**src/rtl/fetch_stage.sv**
```systemverilog
// fetch_stage: instruction-fetch stage sitting directly upstream of decode.
// Issues one fetch at a time on an SRAM-like bus, tracks the response, and
// presents {pc, exc, badVAddr, bd} to decode over the valid/allowin handshake.
// Handles branch redirects (delay-slot aware), exception cancel, AdEL on
// misaligned fetch addresses, and silently drops stale responses.
// Optional build macro FETCH_PERF_EN adds perf_req_cnt / perf_stall_cnt.
module fetch_stage #(
    parameter logic [31:0] RESET_PC   = 32'hbfc00000,
    parameter logic [31:0] EXC_VECTOR = 32'hbfc00380
) (
    input  logic        clk,
    input  logic        resetn,
    input  logic        allowin_i,
    output logic        valid_o,
    output logic        ready_go_o,
    output logic        inst_req,
    output logic [31:0] inst_addr,
    input  logic        inst_addr_ok,
    input  logic        inst_data_ok,
    output logic        d_inst_data_ok,
    input  logic        br_i,
    input  logic [31:0] br_target_i,
    input  logic        d_jump_i,
    input  logic        cancel_i,
`ifdef FETCH_PERF_EN
    output logic [31:0] perf_req_cnt,
    output logic [31:0] perf_stall_cnt,
`endif
    output logic [31:0] pc_o,
    output logic [4:0]  exc_o,
    output logic [31:0] badVAddr_o,
    output logic [31:0] bd_o
);

    typedef enum logic [1:0] {
        S_REQ  = 2'd0,
        S_WAIT = 2'd1,
        S_HOLD = 2'd2
    } state_t;

    state_t      state;
    logic [31:0] fetch_pc;
    logic [31:0] br_target;
    logic        br_pending;
    logic        discard;

    logic        req_fire;
    logic        misaligned;
    logic        fill;
    logic        resp_live;
    logic [31:0] next_pc;

    assign inst_req       = (state == S_REQ) && (fetch_pc[1:0] == 2'b00);
    assign inst_addr      = fetch_pc;
    assign req_fire       = inst_req && inst_addr_ok;
    assign misaligned     = (state == S_REQ) && (fetch_pc[1:0] != 2'b00);
    // A new instruction enters the F slot this cycle (fetched or faulting).
    assign fill           = req_fire || misaligned;
    assign resp_live      = (state == S_WAIT) && inst_data_ok && !discard;
    assign d_inst_data_ok = resp_live && !cancel_i;
    assign ready_go_o     = valid_o && ((state == S_HOLD) || resp_live);
    // A pending redirect (branch seen before its delay slot was fetched)
    // takes effect right after the delay slot is accepted.
    assign next_pc        = br_pending ? br_target : fetch_pc + 32'd4;

    // Fetch FSM, F-slot payload registers and branch redirect bookkeeping.
    always_ff @(posedge clk or negedge resetn) begin
        if (!resetn) begin
            state      <= S_REQ;
            fetch_pc   <= RESET_PC;
            br_target  <= 32'd0;
            br_pending <= 1'b0;
            discard    <= 1'b0;
            valid_o    <= 1'b0;
            pc_o       <= 32'd0;
            exc_o      <= 5'd0;
            badVAddr_o <= 32'd0;
            bd_o       <= 32'd0;
        end else if (cancel_i) begin
            valid_o    <= 1'b0;
            br_pending <= 1'b0;
            fetch_pc   <= EXC_VECTOR;
            // A response still owed by the bus must be swallowed when it lands.
            if (req_fire || ((state == S_WAIT) && !inst_data_ok)) begin
                discard <= 1'b1;
                state   <= S_WAIT;
            end else begin
                discard <= 1'b0;
                state   <= S_REQ;
            end
        end else begin
            case (state)
                S_REQ: begin
                    if (req_fire) begin
                        pc_o       <= fetch_pc;
                        valid_o    <= 1'b1;
                        bd_o       <= {31'd0, d_jump_i};
                        exc_o      <= 5'd0;
                        badVAddr_o <= 32'd0;
                        fetch_pc   <= next_pc;
                        state      <= S_WAIT;
                    end else if (misaligned) begin
                        pc_o       <= fetch_pc;
                        valid_o    <= 1'b1;
                        bd_o       <= {31'd0, d_jump_i};
                        exc_o      <= 5'd4;
                        badVAddr_o <= fetch_pc;
                        fetch_pc   <= next_pc;
                        state      <= S_HOLD;
                    end
                end
                S_WAIT: begin
                    if (inst_data_ok) begin
                        if (discard) begin
                            discard <= 1'b0;
                            state   <= S_REQ;
                        end else if (allowin_i) begin
                            valid_o <= 1'b0;
                            state   <= S_REQ;
                        end else begin
                            state   <= S_HOLD;
                        end
                    end
                end
                S_HOLD: begin
                    if (allowin_i) begin
                        valid_o <= 1'b0;
                        state   <= S_REQ;
                    end
                end
                default: state <= S_REQ;
            endcase

            // If the delay slot is already in F (or entering now) the next
            // fetch goes straight to the target; otherwise wait for the slot.
            if (br_i) begin
                br_target <= br_target_i;
                if (valid_o || fill) begin
                    fetch_pc   <= br_target_i;
                    br_pending <= 1'b0;
                end else begin
                    br_pending <= 1'b1;
                end
            end else if (fill) begin
                br_pending <= 1'b0;
            end
        end
    end

`ifdef FETCH_PERF_EN
    // Accepted-request and F-stall cycle counters; both wrap naturally.
    always_ff @(posedge clk or negedge resetn) begin
        if (!resetn) begin
            perf_req_cnt   <= 32'd0;
            perf_stall_cnt <= 32'd0;
        end else begin
            if (req_fire) begin
                perf_req_cnt <= perf_req_cnt + 32'd1;
            end
            if (valid_o && !ready_go_o) begin
                perf_stall_cnt <= perf_stall_cnt + 32'd1;
            end
        end
    end
`endif

endmodule
```
**config.mk**
```make
export PLATFORM = sky130hd
export DESIGN_NAME = fetch_stage
export DESIGN_NICKNAME = d
export VERILOG_FILES = /design/src/rtl/fetch_stage.sv
export SDC_FILE = /design/constraint.sdc
export NUM_CORES = 1
export LEC_CHECK = 0
export CORE_MARGIN = 5
export CORE_UTILIZATION = 53
export DETAILED_ROUTE_END_ITERATION = 8
export PLACE_DENSITY_LB_ADDON = 0.25
export SYNTH_ARGS = -nofsm -noshare
export SYNTH_HDL_FRONTEND = slang
export SYNTH_SLANG_ARGS = --single-unit
```
**constraint.sdc**
```tcl
create_clock -name clk -period 4.6 [get_ports clk]
set_input_delay 0.92 -clock clk [delete_from_list [all_inputs] [get_ports clk]]
set_output_delay 0.92 -clock clk [all_outputs]
set_load 0.01 [all_outputs]
```
# Word-level counts from Yosys, hierarchy flattened
# Index checks and enable logic that the tools add are counted.
# op_classes
n_addsub	1
eq_ne	6
n_mux	38
bitwise	1
reduce_logical	28
# op_table
cell	count
$mux W32	12
$add A32 B3 Y32 const B	1
$mux W1	15
$mux W2	7
$mux W5	2
$ne A3 B3 Y1 const B	3
$logic_and A1 B1 Y1	8
$reduce_bool A2 Y1	4
$pmux W2 S3	1
$reduce_and A3 Y1	2
$logic_not A2 Y1	2
$logic_or A1 B1 Y1	4
$ne A4 B4 Y1 const B	1
$reduce_and A2 Y1	2
$reduce_and A4 Y1	1
$reduce_bool A4 Y1	1
$logic_not A1 Y1	3
$pmux W1 S3	1
$reduce_bool A3 Y1	1
$eq A2 B1 Y1 const B	1
$eq A2 B2 Y1 const B	1
$not A1 Y1	1
# totals
ff_bits	170
in_bits	40
out_inout_bits	137
word_cells	84

# Longest topological paths before layout
# Gate-level depths: netlist (run 1).
# logic_depth
word_depth	8
depth_mapped	9
depth_no_buf	7

# Least setup slack after synthesis (run 1)
# No wires, ideal clock.
# synth_path
kind	input-to-output
from	input port cancel_i
to	output port d_inst_data_ok
t_arrival_ps	1569
required_ps	3680
slack_ps	2111
stages	3
n_path_buf	2
cell_sequence	buf_2 > clkbuf_1 > nor3_1
# synth_via
elab_chain_cells	2
# synth_lines
item	line	rtl
start: declaration	24	input logic cancel_i,
$logic_not A1 Y1	60	assign d_inst_data_ok = resp_live && !cancel_i;
$logic_and A1 B1 Y1	60	
end: declaration	20	output logic d_inst_data_ok,
# No other way between the ends.

# Worst setup path in the final report (run 1)
# layout_path
from	input port inst_data_ok
to	output port ready_go_o
# layout_via
elab_chain_cells	4
# layout_lines
item	line	rtl
start: declaration	19	input logic inst_data_ok,
$logic_and A1 B1 Y1 (2 in series)	59	assign resp_live = (state == S_WAIT) && inst_data_ok && !discard;
$logic_or A1 B1 Y1	61	assign ready_go_o = valid_o && ((state == S_HOLD) || resp_live);
$logic_and A1 B1 Y1	61	
end: declaration	15	output logic ready_go_o,
# No other way between the ends.

==> reports/results.txt, run 1 <==
Initial antenna violation count: 0
Placed Instances: 954
CP cell instances: clkdlybuf4s50_1, nand2_1, nor2_1, o21a_1, clkdlybuf4s50_1
Die area: 15,000 um2
Worst hold path depth: 2
Req. time, crit path: 3.68 ns
Via count: 5,730
YS warnings: 0
Core Area: 12,500 um2
Routability cong.: 0.892
Clock Latency Late Sink: 0.42 ns
Pwr per Cell Area: 650 nW/um2
Critical path's most frequent cell: clkdlybuf4s50_1
Htree depth: 4
CTS buffer count: 17
TritonRoute pass-1 iters: 7
Post-Route Skew: 0.00860 ns
CTS clk-pin slew, worst paths: 0.05 ns
Root buffer cell: clkbuf_16
Sequential cell area fraction in the yosys report: 50.7%
Top post-synthesis cells by area: dfrtp_1 47%, nand2_1 7.5%, mux2_2 5.4%
CTS sink count: 135
Post-CTS sizing: 0
Number of global-route vias before repair: 5,505
Fmax: 320 MHz
Slowest CP cell: clkdlybuf4s50_1
Port buffer count: 141
Final worst path period need: 3.13 ns
Max_slew headroom: 18.5%
Synthesized cell area: 6690 um2
Fin nets: 845
Largest net degree at the start of global routing: 107
Worst vdd ir: 0.322 mV
Arr. time, crit path: 2.21 ns
Die span in y: 122 um
Routed WL: 18,400 um
TritonCTS clock tree: yes
Post-DRT Antenna Nets: 0
Routed len/inst: 18.7 um
Vias per std cell: 5.82
Outcome: completed
Most frequent cells after synthesis: 134 x nand2_1, 126 x dfrtp_1, 42 x nor2_1
Count of max-cap constraint violations: 0
Slew @ Worst Pin: 1.21 ns
Reg2Reg Depth: 5
Cts hold-fix bufs: 0
Final Instance Count excl. Fillers: 985
Die X: 122 um
CP delay by family, top: buffers and inverters
Detailed Place HPWL: 12,600 um
Hold WC Path Type: flop to flop
Netlist cell types: 63
Final hold vios: 0
Top-count cell post-synth: nand2_1
Unrepaired setup endpoints after global routing: no
Setup Buffers After CTS: 0
CP Max Fanout: 3
Mean post-synth cell area: 9.76 um2
Setup TNS: 0 ns
Stages on the worst setup path: 5
Max-slew violation count: 0
GRT Residual Overflow: 0
Worst path bufs/invs: 2
Ports: 177
Ys async rst share: 100%
Endpoint type of the worst setup path: output pin
Final period util: 67.9%
Initial DRC Count: 663
Cell Rows: 41
Ant. Diodes: 0
DRC Markers: 0
Yosys top cell area share: 47.2%
Main synth FF type: dfrtp_1
Initial Util: 53.4%
Finish-stage setup viols: 0
Critical path startpoint category: input pin
Area growth syn-to-layout: 28.0%
Mapped Cells: 685
CTS max path bufs: 2
Synth Register Bits: 135
CP Class: input pin to output pin
Global Route Usage Sum: 25.3%
Lkg Pwr: 3.71 nW
Layout cells sized above 1: 11.9%
Number of synthesized flops with an enable pin: 0
First-pass GRT wire length: 29,700 um
Area leader, netlist: dfrtp_1
Max incr delay on CP: 0.53 ns
==> worst reg2reg max path: cells and delay by family, from the launching register on <==
family / cells / cell delay (ns)
flip-flops: 1 / 0.61
XOR/XNOR: 1 / 0.21
AO/OA/AOI/OAI: 1 / 0.35
AND/OR/NAND/NOR: 3 / 1.45
==> cells in the final DEF, fill, tap and decap left out, drive strengths merged, types with 4 or more instances in the layout <==
cell           count
conb              35
nand2            134
buf               14
clkbuf            26
o31a               4
or2                4
a22o              30
nor4              10
nand4              8
xnor2              4
clkdlybuf4s50    140
nor3              14
xor2               5
clkinv             5
mux2i              8
inv                8
dfrtp            126
a211oi             9
o221ai             4
o21ai             29
a31oi              5
dfstp              9
nand3             24
o211ai             6
mux2              32
ha                 4
nor2              42
a221oi             6
a21oi             23
==> state kept, by name, indices dropped and copies added (netlist names) <==
name	cells
badVAddr_o	32
br_target	32
inst_addr	32
pc_o	32
state	2
bd_o	1
br_pending	1
discard	1
exc_o	1
valid_o	1
==> through the flow <==
| step | setup slack (ns) | utilization (%) | instance area, um2 | power (mW) | hold WS, ns |
|---|---|---|---|---|---|
| final | 1.47 | 68.4 | 8560 | 5.57 | 0.470 |
| after global routing | 1.39 | 68.4 | 8560 | 5.90 | 0.503 |
| after CTS | 1.46 | 68.4 | 8560 | 5.58 | 0.477 |
| after detailed placement | 1.30 | 64.4 | 8070 | 4.40 | 0.463 |
| after global placement | 1.34 | 64.4 | 8070 | 4.32 | 0.461 |
| after floorplan | 2.11 | - | 6810 | 3.23 | 0.472 |
==> report_power, final <==
part           internal, mW  leakage (nW)  total, mW  switching (mW)
Clock                 0.694         0.246       1.17           0.471
Combinational          1.16          1.78       2.27            1.10
Sequential             1.62          1.69       2.13           0.510
==> worst paths after layout <==
kind                                       endpoint  slack, ns                     from
max                                      ready_go_o       1.47             inst_data_ok
max reg2reg                 inst_addr[29]$_DFF_PN1_       1.92  inst_addr[14]$_DFF_PN0_
min reg2reg                     pc_o[6]$_DFFE_PN0P_       0.47      pc_o[6]$_DFFE_PN0P_
min                             pc_o[6]$_DFFE_PN0P_       0.47      pc_o[6]$_DFFE_PN0P_
max in group asynchronous      pc_o[20]$_DFFE_PN0P_       3.02                   resetn
min in group asynchronous  br_target[5]$_DFFE_PN0P_       0.62                   resetn
==> cells by family (layout without fill, tap and decap cells) <==
logic type               Yosys count  in the layout  synth area share [%]
flip-flops                       135            135                  50.7
buffers and inverters             99            193                  7.90
other                              1             35                0.0561
AND/OR/NAND/NOR                  248            248                  16.5
AO/OA/AOI/OAI                    149            149                  16.4
adder cells (fa/ha/maj)            4              4                 0.749
multiplexers                      40             40                  6.59
XOR/XNOR                           9              9                  1.18
==> per-layer routing <==
layer  share of wire, %  track usage (%)
met4                1.6             8.19
met2                 46             37.5
met1                 44             36.7
met3                8.2             6.13
met5                  0                0
==> final cells by class <==
type                    instances  area [um2]
fillers                      1004        3960
multi-input cells             485        2920
clock inverters                 5        25.0
repair buffers                154        1510
clock buffers                  26         469
well taps                     172         215
inverters                       8        30.0
flip-flops and latches        135        3390
Note: power is estimated with default switching activity, not from simulation.
==> inputs of run 2 (changes only) <==
--- a/config.mk
+++ b/config.mk
@@ -6,7 +6,7 @@
 export NUM_CORES = 1
 export LEC_CHECK = 0
 export CORE_MARGIN = 5
-export CORE_UTILIZATION = 53
+export CORE_UTILIZATION = 49
 export DETAILED_ROUTE_END_ITERATION = 8
 export PLACE_DENSITY_LB_ADDON = 0.25
 export SYNTH_ARGS = -nofsm -noshare
==> constraint.sdc (replaced) <==
create_clock -name clk -period 3.1 [get_ports clk]
set_input_delay 0.62 -clock clk [delete_from_list [all_inputs] [get_ports clk]]
set_output_delay 0.62 -clock clk [all_outputs]
set_load 0.01 [all_outputs]
==> reports/results.txt, run 2 (synthesis results as in run 1) <==
Outcome: completed
Via count: 5,772 (+0.73%)
Initial DRC Count: 610 (-8.0%)
Req. time, crit path: 2.48 ns (-1.20 ns)
Fin nets: 856 (+1.3%)
GRT Residual Overflow: 0 (unchanged)
Fmax: 364 MHz
Clk pwr share: 21.5% (+0.6 points)
Layout Utilization: 65.7% (-2.7 points)
Vias per std cell: 5.77 (-0.88%)
Worst vdd ir: 0.619 mV (+92%)
Routability cong.: 0.907 (+1.7%)
CP Class: flop to output pin
Reg area: 3390 um2 (unchanged)
Commonest non-fill, non-tap cell in the layout: clkdlybuf4s50_1
Hold WC Path Type: input pin to async pin
Finish-stage setup viols: 0 (unchanged)
CTS sink count: 135 (unchanged)
Max_slew headroom: 58.7% (+40 points)
Layout cells sized above 1: 14.1% (+2.1 points)
Largest net degree at the start of global routing: 67 (-37%)
Routed len/inst: 19.3 um (+3.1%)
Final hold vios: 0 (unchanged)
Count of max-cap constraint violations: 0 (unchanged)
Root buffer cell: clkbuf_16
Core Area: 13,300 um2 (+6.2%)
Final worst path period need: 2.74 ns
Htree depth: 4 (unchanged)
Critical path startpoint category: flop
First-pass GRT wire length: 31,000 um (+4.7%)
Initial Util: 50.3% (-3.1 points)
Detailed Place HPWL: 13,400 um (+5.9%)
Port buffer count: 141 (unchanged)
Die span in y: 127 um (+3.7%)
Most frequent cells in the layout: 140 x clkdlybuf4s50_1, 133 x nand2_1, 126 x dfrtp_1
CTS clk-pin slew, worst paths: 0.06 ns (about the same)
Die area: 16,100 um2 (+7.5%)
Slew @ Worst Pin: 0.619 ns (-0.592 ns)
Setup TNS: 0 ns (unchanged)
Initial antenna violation count: 0 (unchanged)
Global Route Usage Sum: 24.2% (-1.0 points)
Arr. time, crit path: 2.12 ns (-0.09 ns)
Combinational share of power: 42.2% (+1.5 points)
Unrepaired setup endpoints after global routing: no
Area of the multi-input gates: 2920 um2 (unchanged)
CTS max path bufs: 2 (unchanged)
DRC Markers: 0 (unchanged)
Max-slew violation count: 0 (unchanged)
Final period util: 88.5%
Clock Latency Late Sink: 0.42 ns (about the same)
Fill cell count: 1,110 (+11%)
Setup Buffers After CTS: 0 (unchanged)
Endpoint type of the worst setup path: output pin
Seq pwr share: 36.3% (-2.1 points)
Net Sw Frac: 37.7% (+0.26 points)
Area growth syn-to-layout: 30.6%
Total power: 8.46 mW (+52%)
Pwr per Cell Area: 969 nW/um2 (+49%)
TritonRoute pass-1 iters: 5 (-2)
Ports: 177 (unchanged)
Fin Hold WS: 0.136 ns (-0.333 ns)
Lkg Pwr: 3.78 nW (+1.9%)
Post-CTS sizing: 0 (unchanged)
Post-Route Skew: 0.00461 ns (-0.00399 ns)
Psw: 3.19 mW (+53%)
Routed WL: 19,300 um (+4.8%)
Die X: 127 um (+3.7%)
Cts hold-fix bufs: 0 (unchanged)
Ant. Diodes: 0 (unchanged)
Internal Power: 5.27 mW (+51%)
TritonCTS clock tree: yes
CP Max Fanout: 8 (+5)
Cell Rows: 42 (+2.4%)
Post-DRT Antenna Nets: 0 (unchanged)
Number of global-route vias before repair: 5,720 (+3.9%)
CTS buffer count: 17 (unchanged)
run 2: changes by cell type in the layout (fill, tap and decap cells not counted), moves of 3 or more:
cell / previous run / this run
clkbuf_1: 8 / 1
buf_4: 13 / 21
buf_12: 0 / 3
clkinvlp_4: 0 / 7
run 2: final timing paths:
path | startpoint | to | slack [ns] | cells after the start
max in group asynchronous | resetn | inst_addr[22]$_DFF_PN1_ | 2.10 | 2
worst min register to register | pc_o[22]$_DFFE_PN0P_ | pc_o[22]$_DFFE_PN0P_ | 0.47 | 2
worst max-delay path | state[0]$_DFFE_PN0P_ | inst_req | 0.36 | 5
min in group clk | pc_o[22]$_DFFE_PN0P_ | pc_o[22]$_DFFE_PN0P_ | 0.47 | 2
worst min-delay path | resetn | br_target[3]$_DFFE_PN0P_ | 0.14 | 1
worst max register to register | inst_addr[4]$_DFF_PN0_ | inst_addr[15]$_DFF_PN0_ | 0.71 | 5
run 2: routing by layer:
layer | GRT usage [%] | up-vias | share of wire, %
met5 | 0 | - | 0
met4 | 7.82 | 0 | 1.7
met3 | 6.81 | 31 | 8.9
met2 | 36.1 | 291 | 46
met1 | 34.3 | 2834 | 44
li1 | - | 2616 | -
run 2: stage by stage:
stage,instance area (um2),setup WS [ns],instances
after floorplan,6810,0.960,719
after global placement,8190,0.572,969
after detailed placement,8190,0.527,969
after CTS,8730,0.325,1001
after global routing,8730,0.222,1001
final,8730,0.356,1001
run 2: area by class of cell:
class / count / share of cell area, %
Clock inverter: 12 / 0.932
Timing Repair Buffer: 165 / 18.7
Sequential cell: 135 / 38.8
Inverter: 8 / 0.344
Multi-Input combinational cell: 485 / 33.5
Clock buffer: 20 / 5.23
Tap cell: 176 / 2.52
run 2: power groups by stage:
stage | Combinational [mW] | Clock (mW) | Sequential [mW]
floorplan | 1.72 | 0 | 3.08
global placement | 3.49 | 0 | 3.06
detailed placement | 3.57 | 0 | 3.09
CTS | 3.58 | 1.85 | 3.06
global route | 3.86 | 1.94 | 3.17
finish | 3.57 | 1.82 | 3.07
run 2: critical path: stages, from the launching register on:
cell and delay [ns]:
dfrtp_1 0.38, inv_1 0.11, ha_1 0.36, inv_1 0.14, nor3_1 0.16, clkdlybuf4s50_1 0.57
==> inputs of run 3 (changes only) <==
--- a/config.mk
+++ b/config.mk
@@ -8,6 +8,7 @@
 export CORE_MARGIN = 5
 export CORE_UTILIZATION = 49
 export DETAILED_ROUTE_END_ITERATION = 8
+export GPL_TIMING_DRIVEN = 0
 export PLACE_DENSITY_LB_ADDON = 0.25
 export SYNTH_ARGS = -nofsm -noshare
 export SYNTH_HDL_FRONTEND = slang
==> reports/results.txt, run 3 (synthesis results as in run 1) <==
Outcome: completed
Detailed Place HPWL: 15,600 um (+16%)
Fin nets: 923 (+7.8%)
Seq pwr share: 34.2% (-2.1 points)
CTS buffer count: 17 (unchanged)
Cts hold-fix bufs: 0 (unchanged)
Max incr delay on CP: 0.57 ns (about the same)
Req. time, crit path: 2.48 ns (about the same)
Largest net degree at the start of global routing: 80 (+19%)
DP Area: 8460 um2 (+3.3%)
TritonCTS clock tree: yes
TritonRoute pass-1 iters: 7 (+2)
Number of global-route vias before repair: 6,223 (+8.8%)
Psw: 3.37 mW (+5.9%)
Worst path bufs/invs: 4 (+1)
Max-slew violation count: 0 (unchanged)
Routed WL: 21,600 um (+12%)
CP cell instances: inv_1, ha_1, clkbuf_1, inv_1, nor3_1, clkdlybuf4s50_1
Total power: 8.68 mW (+2.7%)
Area growth syn-to-layout: 34.9%
Hold WC Path Type: input pin to async pin
Unrepaired setup endpoints after global routing: no
Post-CTS sizing: 0 (unchanged)
Ant. Diodes: 0 (unchanged)
Initial DRC Count: 664 (+8.9%)
CP Class: flop to output pin
First-pass GRT wire length: 34,400 um (+11%)
Cell Rows: 42 (unchanged)
Net Sw Frac: 38.8% (+1.2 points)
Die span in y: 127 um (unchanged)
Slowest CP cell: clkdlybuf4s50_1
CTS clk-pin slew, worst paths: 0.06 ns (about the same)
Layout cells sized above 1: 15.4% (+1.3 points)
GRT Residual Overflow: 0 (unchanged)
Worst vdd ir: 0.454 mV (-27%)
Ports: 177 (unchanged)
Clock Latency Late Sink: 0.42 ns (about the same)
Post-Layout Inst Area: 9020 um2 (+3.3%)
Lkg Pwr: 3.96 nW (+4.8%)
Routed len/inst: 20.3 um (+5.0%)
CP Max Fanout: 8 (unchanged)
Port buffer count: 140 (-0.71%)
Vias per std cell: 5.79 (+0.48%)
Final period util: 92.9% (+4.4 points)
DRC Markers: 0 (unchanged)
Arr. time, crit path: 2.26 ns (+0.14 ns)
Combinational share of power: 43.8% (+1.6 points)
Commonest non-fill, non-tap cell in the layout: clkdlybuf4s50_1
CP delay by family, top: buffers and inverters
Critical path startpoint category: flop
Via count: 6,188 (+7.2%)
Post-Route Skew: 0.00697 ns (+0.00236 ns)
Max_slew headroom: 8.91% (-50 points)
Global Route Usage Sum: 27.1% (+2.9 points)
Clk pwr share: 22.0% (+0.5 points)
Initial Util: 50.3% (unchanged)
Die X: 127 um (unchanged)
Pwr per Cell Area: 962 nW/um2 (-0.65%)
CTS max path bufs: 2 (unchanged)
Die area: 16,100 um2 (unchanged)
Count of max-cap constraint violations: 0 (unchanged)
Root buffer cell: clkbuf_16
Htree depth: 4 (unchanged)
Initial antenna violation count: 0 (unchanged)
Routability cong.: 0.941 (+3.8%)
Final worst path period need: 2.88 ns (+0.136 ns)
Worst R2R Setup Slack: 0.26 ns (-0.45 ns)
Finish-stage setup viols: 0 (unchanged)
Post-DRT Antenna Nets: 0 (unchanged)
Critical path's most frequent cell: inv_1
CTS sink count: 135 (unchanged)
Internal Power: 5.31 mW (+0.71%)
Core Area: 13,300 um2 (unchanged)
Endpoint type of the worst setup path: output pin
Setup Buffers After CTS: 0 (unchanged)
Slew @ Worst Pin: 1.35 ns (+0.734 ns)
Fmax: 347 MHz (-4.7%)
Final hold vios: 0 (unchanged)
Most frequent cells in the layout: 139 x clkdlybuf4s50_1, 134 x nand2_1, 126 x dfrtp_1
==> run 3: through the flow <==
step,hold WS [ns],utilization [%],TNS [ns],cells,setup slack [ns]
final,0.238,67.8,0,1068,0.219
after global routing,0.285,67.8,0,1068,0.100
after CTS,0.259,67.8,0,1068,0.258
after detailed placement,0.463,63.7,0,1036,0.135
after global placement,0.458,63.4,-491.02,1035,-3.76
after floorplan,0.324,-,0,719,0.960
==> run 3: cell type report <==
cell class,instances,area [um2]
Multi-Input combinational cell,485,2900
Fill cell,1041,4280
Clock inverter,15,130
Tap cell,176,220
Clock buffer,17,425
Buffer,91,498
Timing Repair Buffer,141,1430
Inverter,8,30.0
Sequential cell,135,3390
==> run 3: power groups by stage <==
stage | combinational [mW] | sequential [mW] | clock [mW]
final | 3.80 | 2.97 | 1.91
after global routing | 4.08 | 3.05 | 2.02
after CTS | 3.78 | 2.96 | 1.92
after detailed placement | 3.76 | 2.98 | 0
after global placement | 3.67 | 2.95 | 0
after floorplan | 1.72 | 3.08 | 0
==> run 3: final timing paths <==
kind                                         from                       end  depth (start not counted)
max in group asynchronous                  resetn   inst_addr[22]$_DFF_PN1_                          2
setup reg to reg           inst_addr[9]$_DFF_PN0_   inst_addr[29]$_DFF_PN1_                          6
setup / recovery             state[0]$_DFFE_PN0P_                  inst_req                          6
hold reg to reg              pc_o[26]$_DFFE_PN0P_      pc_o[26]$_DFFE_PN0P_                          2
hold / removal                             resetn  br_target[5]$_DFFE_PN0P_                          1
min in group clk             pc_o[26]$_DFFE_PN0P_      pc_o[26]$_DFFE_PN0P_                          2
==> run 3: per-layer routing <==
layer / vias up / share of wire [%] / global-route usage, % / wire length [um]
li1: 2747 / - / - / -
met2: 341 / 47 / 42.6 / 10200
met1: 3062 / 42 / 37.7 / 9120
met3: 38 / 8.2 / 5.55 / 1770
met4: 0 / 2.4 / 9.34 / 512
met5: - / 0 / 0 / 0
